### config.mk
export PLATFORM = sky130hd
export DESIGN_NAME = mat_sum_seq
export DESIGN_NICKNAME = d
export VERILOG_FILES = /design/src/rtl/mat_sum_seq.sv
export SDC_FILE = /design/constraint.sdc
export NUM_CORES = 1
export LEC_CHECK = 0
export ABC_AREA = 1
export CELL_PAD_IN_SITES_DETAIL_PLACEMENT = 1
export CELL_PAD_IN_SITES_GLOBAL_PLACEMENT = 2
export CORE_MARGIN = 4
export CORE_UTILIZATION = 29
export DETAILED_ROUTE_END_ITERATION = 12
export PLACE_DENSITY = 0.87
export SETUP_SLACK_MARGIN = 0.2
export SYNTH_ARGS = -nofsm -noshare
export SYNTH_HDL_FRONTEND = slang
export SYNTH_SLANG_ARGS = --single-unit
### constraint.sdc
create_clock -name clk_i -period 2.55 [get_ports clk_i]
set_clock_uncertainty 0.2 [all_clocks]
set_input_delay 0.51 -clock clk_i [delete_from_list [all_inputs] [get_ports clk_i]]
set_output_delay 0.51 -clock clk_i [all_outputs]
set_load 0.02 [all_outputs]
### src/rtl/mat_sum_seq.sv
// mat_sum_seq
// Sums every element of a ROWS x COLS signed fixed-point matrix into one
// saturated scalar, one element per clock, using a single adder. It sits
// directly after the element-wise square stage, so together they give the
// squared Frobenius norm. The sum is scale-preserving, so no fraction-bit
// parameter is needed here.
//
// Ports:
//   clk_i    clock
//   rst_ni   asynchronous active-low reset
//   start_i  single-cycle request; accepted only while idle
//   a_i      [ROWS:1][COLS:1][WIDTH-1:0] signed matrix, sampled on acceptance
//   busy_o   high while a sum is in progress (ACC or DONE)
//   done_o   one-cycle pulse marking f_o/ovf_o valid
//   f_o      signed saturated sum, held until the next completion
//   ovf_o    sum was saturated, updates with f_o

module mat_sum_seq #(
  parameter int ROWS  = 1,
  parameter int COLS  = 1,
  parameter int WIDTH = 16
) (
  input  logic                             clk_i,
  input  logic                             rst_ni,
  input  logic                             start_i,
  input  logic [ROWS:1][COLS:1][WIDTH-1:0] a_i,
  output logic                             busy_o,
  output logic                             done_o,
  output logic [WIDTH-1:0]                 f_o,
  output logic                             ovf_o
);

  localparam int N  = ROWS * COLS;
  // Enough headroom that N full-scale elements can never wrap the accumulator.
  localparam int AW = WIDTH + $clog2(N) + 1;
  localparam int RW = $clog2(ROWS + 1);
  localparam int CW = $clog2(COLS + 1);

  localparam logic [RW-1:0] LAST_ROW = RW'(ROWS);
  localparam logic [CW-1:0] LAST_COL = CW'(COLS);

  typedef enum logic [1:0] {
    IDLE = 2'd0,
    ACC  = 2'd1,
    DONE = 2'd2
  } state_t;

  state_t                           state_q, state_d;
  logic [ROWS:1][COLS:1][WIDTH-1:0] snap_q, snap_d;
  logic signed [AW-1:0]             acc_q, acc_d;
  logic [RW-1:0]                    row_q, row_d;
  logic [CW-1:0]                    col_q, col_d;
  logic [WIDTH-1:0]                 f_q, f_d;
  logic                             ovf_q, ovf_d;
  logic                             done_q, done_d;

  logic [WIDTH-1:0]                 elem;
  logic signed [AW-1:0]             elem_ext;
  logic signed [AW-1:0]             sum;
  logic [AW-WIDTH:0]                sum_top;
  logic                             sat_ovf;
  logic [WIDTH-1:0]                 sat_f;

  always_ff @(posedge clk_i or negedge rst_ni) begin
    if (!rst_ni) begin
      state_q <= IDLE;
      snap_q  <= '0;
      acc_q   <= '0;
      row_q   <= RW'(1);
      col_q   <= CW'(1);
      f_q     <= '0;
      ovf_q   <= 1'b0;
      done_q  <= 1'b0;
    end else begin
      state_q <= state_d;
      snap_q  <= snap_d;
      acc_q   <= acc_d;
      row_q   <= row_d;
      col_q   <= col_d;
      f_q     <= f_d;
      ovf_q   <= ovf_d;
      done_q  <= done_d;
    end
  end

  always_comb begin
    state_d = state_q;
    snap_d  = snap_q;
    acc_d   = acc_q;
    row_d   = row_q;
    col_d   = col_q;
    f_d     = f_q;
    ovf_d   = ovf_q;
    done_d  = 1'b0;

    elem     = snap_q[row_q][col_q];
    elem_ext = {{(AW-WIDTH){elem[WIDTH-1]}}, elem};
    sum      = acc_q + elem_ext;

    // The sum fits in WIDTH bits only when every bit from the WIDTH-1 sign
    // position upward agrees; otherwise clamp toward the sign of the sum.
    sum_top = sum[AW-1:WIDTH-1];
    sat_ovf = !((&sum_top) || (~|sum_top));
    if (sat_ovf) begin
      sat_f = sum[AW-1] ? {1'b1, {(WIDTH-1){1'b0}}} : {1'b0, {(WIDTH-1){1'b1}}};
    end else begin
      sat_f = sum[WIDTH-1:0];
    end

    case (state_q)
      IDLE: begin
        if (start_i) begin
          snap_d  = a_i;
          acc_d   = '0;
          row_d   = RW'(1);
          col_d   = CW'(1);
          state_d = ACC;
        end
      end
      ACC: begin
        acc_d = sum;
        if (col_q == LAST_COL) begin
          col_d = CW'(1);
          if (row_q == LAST_ROW) begin
            // Final element: result registers now so it is visible in DONE.
            row_d   = RW'(1);
            f_d     = sat_f;
            ovf_d   = sat_ovf;
            done_d  = 1'b1;
            state_d = DONE;
          end else begin
            row_d = row_q + RW'(1);
          end
        end else begin
          col_d = col_q + CW'(1);
        end
      end
      DONE: begin
        state_d = IDLE;
      end
      default: begin
        state_d = IDLE;
      end
    endcase
  end

  assign busy_o = (state_q != IDLE);
  assign done_o = done_q;
  assign f_o    = f_q;
  assign ovf_o  = ovf_q;

endmodule

# Word level (Yosys, flattened, before mapping)
# Cells that the tools add are included.
dict set report totals {
  ff_bits 55
  inputBits 19
  elab_cells 51
}
dict set report op_classes {
  n_addsub 3
  order_cmp 2
  eq_ne 4
  muxes 21
  n_reduce_logical 13
}
# operator count
set op_table {}
lappend op_table {{$mux 16} 6}
lappend op_table {{$pmux 17 s2} 1}
lappend op_table {{$add 17x16->17} 1}
lappend op_table {{$mux 17} 1}
lappend op_table {{$reduce_and 3->1} 3}
lappend op_table {{$mux 1} 7}
lappend op_table {{$mux 2} 3}
lappend op_table {{$ne 2x2->1 const B} 3}
lappend op_table {{$reduce_and 2->1} 3}
lappend op_table {{$lt 1x2->1 const B} 2}
lappend op_table {{$pmux 1 s2} 2}
lappend op_table {{$pmux 2 s2} 1}
lappend op_table {{$reduce_bool 2->1} 2}
lappend op_table {{$add 1x1->1 const B} 2}
lappend op_table {{$eq 2x1->1 const B} 1}
lappend op_table {{$logic_not 1->1} 2}
lappend op_table {{$logic_not 2->1} 1}
lappend op_table {{$reduce_or 2->1} 1}
lappend op_table {{$logic_or 1x1->1} 1}

# Depth between registers and ports, before layout
dict set report logic_depth {
  ltp_word 9
  mapped_depth 18
  mapped_depth_nobuf 17
}

# Worst setup path before layout
# Ideal clock, no wire load.
dict set report synth_path {
  kind {register to register}
  start {register acc_q[0]}
  end {register f_q[10] (netlist: f_o[10])}
  setup_time_ps 67
  arrival_time_ps 2374
  required_ps 2283
  setup_slack_ps -91
  path_stages_with_launch 18
  path_buffers 1
  synth_period_minus_slack_ps 2641
  cell_sequence {dfrtp_1 > ha_1 > inv_1 > fa_1 > inv_1 > nand2_1 > nand2_1 > nand3_1 > nand2_2 > nand2_2 > nand2_1 > nand2_2 > nand2_1 > ha_1 > nor2_1 > buf_2 > nand3_1 > nand3_2}
}
dict set report synth_between {
  elab_chain_cells 5
  elab_cells_between_ends 7
  classes_between {add/sub (1); mux (2); reduce/logical (4)}
}
# element line_no
set synth_lines {}
lappend synth_lines {{from (decl)} 50} ;# logic signed [AW-1:0] acc_q, acc_d;
lappend synth_lines {{from (signal assigned)} 68} ;# acc_q <= '0;
lappend synth_lines {{from (signal assigned)} 77} ;# acc_q <= acc_d;
lappend synth_lines {{$add 17x16->17 *} 98} ;# sum = acc_q + elem_ext;
lappend synth_lines {{$reduce_or 2->1} 103} ;# sat_ovf = !((&sum_top) || (~|sum_top));
lappend synth_lines {{$logic_not 1->1} 103}
lappend synth_lines {{$logic_or 1x1->1} 103}
lappend synth_lines {{$mux 16 *} 104} ;# if (sat_ovf) begin
lappend synth_lines {{to (signal assigned)} 71} ;# f_q <= '0;
lappend synth_lines {{to (signal assigned)} 80} ;# f_q <= f_d;
lappend synth_lines {{to (decl)} 53} ;# logic [WIDTH-1:0] f_q, f_d;
# Mark *: on every way between the ends. The rest lies on a longest branch, timed or not.
# A chain may end at the register's enable or synchronous reset.

# Worst setup path in the final report
dict set report layout_path {
  start {register snap_q[0] in the netlist's numbering}
  end {register f_q[5] (netlist: f_o[5])}
}
dict set report layout_between {
  elab_chain_cells 9
  elab_cells_between_ends 11
  classes_between {add/sub (1); mux (6); reduce/logical (4)}
}
# element line_no
set layout_lines {}
lappend layout_lines {{from (decl)} 49} ;# logic [ROWS:1][COLS:1][WIDTH-1:0] snap_q, snap_d;
lappend layout_lines {{from (signal assigned)} 76} ;# snap_q <= snap_d;
lappend layout_lines {{$mux 16 (implied by the code) * (4 in a row)} 96} ;# elem = snap_q[row_q][col_q];
lappend layout_lines {{$add 17x16->17 *} 98}
lappend layout_lines {{$reduce_or 2->1} 103}
lappend layout_lines {{$logic_not 1->1} 103}
lappend layout_lines {{$logic_or 1x1->1} 103}
lappend layout_lines {{$mux 16 *} 104}
# Mark *: on every way between the ends. The rest lies on a longest branch, timed or not. The select of a mux whose other input is x is not followed.

==> out/metrics.yaml <==
hp-class: "register to register"
die_area_mm2: 0.0126
synth_cell_types: 28
required_ns: 2.61
die_w_um: 112
end_kind: "register"
dp.cells: 637
wl_mm: 10.5
h-tree-depth: 2
timing.hold.ws_ns: 0.256
nets: 568
grt_max_degree: 33
synth_nets: 465
drive_gt1_share_pct: 29.0
ys_seq_area_share_pct: 41.9
track_usage_pct: 16.5
clkTransAtPathRegs_ns: 0.09
path_max_fanout: 8
start_kind: "register"
critPathMaxStageDelay_ns: 0.40
tightestPinTransition_ns: 0.965
cp_top_family: "simple AND/OR/NAND/NOR gates"
fin_crit_ns: 2.67
crit_top_cell: "nand2_2"
synth_seq_cells: 53
powerDensity_mw_per_mm2: 1310
slowest_stage: "fa_2"
num_rows: 37
synth_area_mm2: 0.00316
violations: "setup timing"
viasPerCell: 4.63
p_leak_uw: 0.00243
clkSinkCount: 53
ant_nets: 0
crit_type: "register to register"
cp_num_buf_inv: 3
clock_latency_ns: 0.32
synth_warnings: 0
port_buffers: 37
slew_violations: 0
grt_pass1_wl_mm: 16.7
cts_tree: "done"
start_util_pct: 30.2
final_util_pct: 44.3
numCtsBuffers: 5
cts_buffer_depth: 2
grt_pass1_vias: 3251
gp_congestion: 0.832
hpwl_mm: 7.55
drt_pass1_iterations: 4
syn_avg_cell_area_um2: 7.41
worstPathArrival_ns: 2.73
finalCritPeriodShare_pct: 105
slew_headroom_pct: 35.6
rsz0062_at_grt: "true"
post-route-drc-count: 0
overflow: 0
status: "finished with violations"
syn_inst: 427
core_area_mm2: 0.0105
fin_ws_ns: -0.119
final_cells: 667
pin_count: 38
avgRoutedWirePerCell_um: 15.8
max_freq_mhz: 375
drt-initial-drc-count: 103
hold_viol: 0
routed-via-count: 3090
clock-root-buffer: "clkbuf_8"
dp_slack_ns: -0.142
diodes: 0
maxCapViolations: 0
antenna_found_initial: 0
area_growth_pct: 46.6
vdd_ir_drop_max_mv: 0.401
dieHeight_um: 112
finalSetupViolCount: 16
worstPathCellList: "ha_2 -> inv_2 -> fa_2 -> inv_2 -> nand2_2 -> nand2_2 -> nand3_2 -> nand2_2 -> nand2_4 -> nand3_4 -> nand2_4 -> ha_4 -> inv_4 -> nor2_4 -> nand3_4 -> nand3_2"
[Yosys cell counts]
cell      count  area [um^2]
nand2_1     173          649
dfrtp_1      53         1330
inv_1        51          191
nand3_1      41          205
nor2_1       19         71.3
ha_1         18          225
nand2_2      10         62.6
a21oi_1       9         45.0
nand3_2       7         70.1
buf_2         5         25.0
o21ai_0       5         25.0
a22o_1        3         26.3
clkbuf_1      3         11.3
nand3b_1      3         22.5
nand4_1       3         18.8
nor2_2        3         18.8
nor3_1        3         15.0
or2_2         3         18.8
a22oi_1       2         15.0
and2_1        2         12.5
inv_2         2         7.51
or2_1         2         12.5
xor2_1        2         17.5
buf_12        1         20.0
clkbuf_2      1         5.00
fa_1          1         20.0
nand3_4       1         17.5
xnor2_1       1         8.76
[sequential cells by signal, summed over array words and instances, names as in the netlist]
register  flops
f_o          16
state_q       2
done_o        1
ovf_o         1
snap_q       16
acc_q        17
[cell usage in the layout, fill, tap and decap left out, drive strengths merged, types with 5 or more instances in the layout]
cell type | synthesis | final
nand2 | 183 | 183
buf | 6 | 68
dfrtp | 53 | 53
inv | 53 | 53
nand3 | 49 | 50
clkdlybuf4s50 | 0 | 36
nor2 | 22 | 22
ha | 18 | 18
a21oi | 9 | 9
clkbuf | 4 | 7
o21ai | 5 | 5
or2 | 5 | 5
[metrics by stage]
stage | setup TNS [ns] | cell area, um^2 | power (uW)
final | -1.42 | 4640 | 6090
after global routing | -4.03 | 4640 | 6590
after CTS | -0.512 | 4380 | 5650
after detailed placement | -1.75 | 4070 | 4770
after global placement | -1.19 | 4070 | 4630
after floorplan | 0 | 3220 | 3340
[layout make-up]
type	count	area, um^2
Tap cell	136	170
Inverter	53	201
Sequential cell	53	1330
Clock inverter	1	5.00
Multi-Input combinational cell	312	1930
Clock buffer	7	96.3
Timing Repair Buffer	105	915
Fill cell	1306	5820
[power breakdown]
part / switching [uW] / internal, uW
Combinational: 2150 / 1980
Sequential: 270 / 1170
Clock: 288 / 246
Total: 2700 / 3390
[worst paths after layout]
path                       cells past startpoint  slack [ns]         end       start
max                                           16       -0.12      f_o[5]   snap_q[0]
min                                            1        0.26  state_q[1]  state_q[1]
max reg2reg                                   16       -0.12      f_o[5]   snap_q[0]
min reg2reg                                    1        0.26  state_q[1]  state_q[1]
max in group asynchronous                      3        1.10     f_o[12]      rst_ni
min in group asynchronous                      2        0.50   snap_q[8]      rst_ni
[metal layers]
metal	share of wire, %	vias up	wire [um]	GRT usage, %
met3	2.9	18	308	2.26
met4	2.3	0	243	5.93
met5	0	-	0	0
met1	46	1477	4890	22.3
li1	-	1544	-	-
met2	48	51	5090	27.1
[cell families (layout without fill, tap and decap cells)]
group	after synthesis	count (layout)	synth area share (%)
and+or+nand+nor	270	271	37.8
buffers and inverters	63	166	8.22
DFF	53	53	41.9
adders and majority gates	19	19	7.75
AOI/OAI and AO/OA	19	19	3.52
xor gates and xnor gates	3	3	0.831
[repair_timing]
item	in CTS	in global routing
hold endpoints to repair	21	0
cloned	1	0
pin swaps	3	12
buffers inserted	6	14
hold buffers	1	0
setup endpoints to repair	17	18
gates resized for setup	18	35
Note: power is estimated with default switching activity, not from simulation.
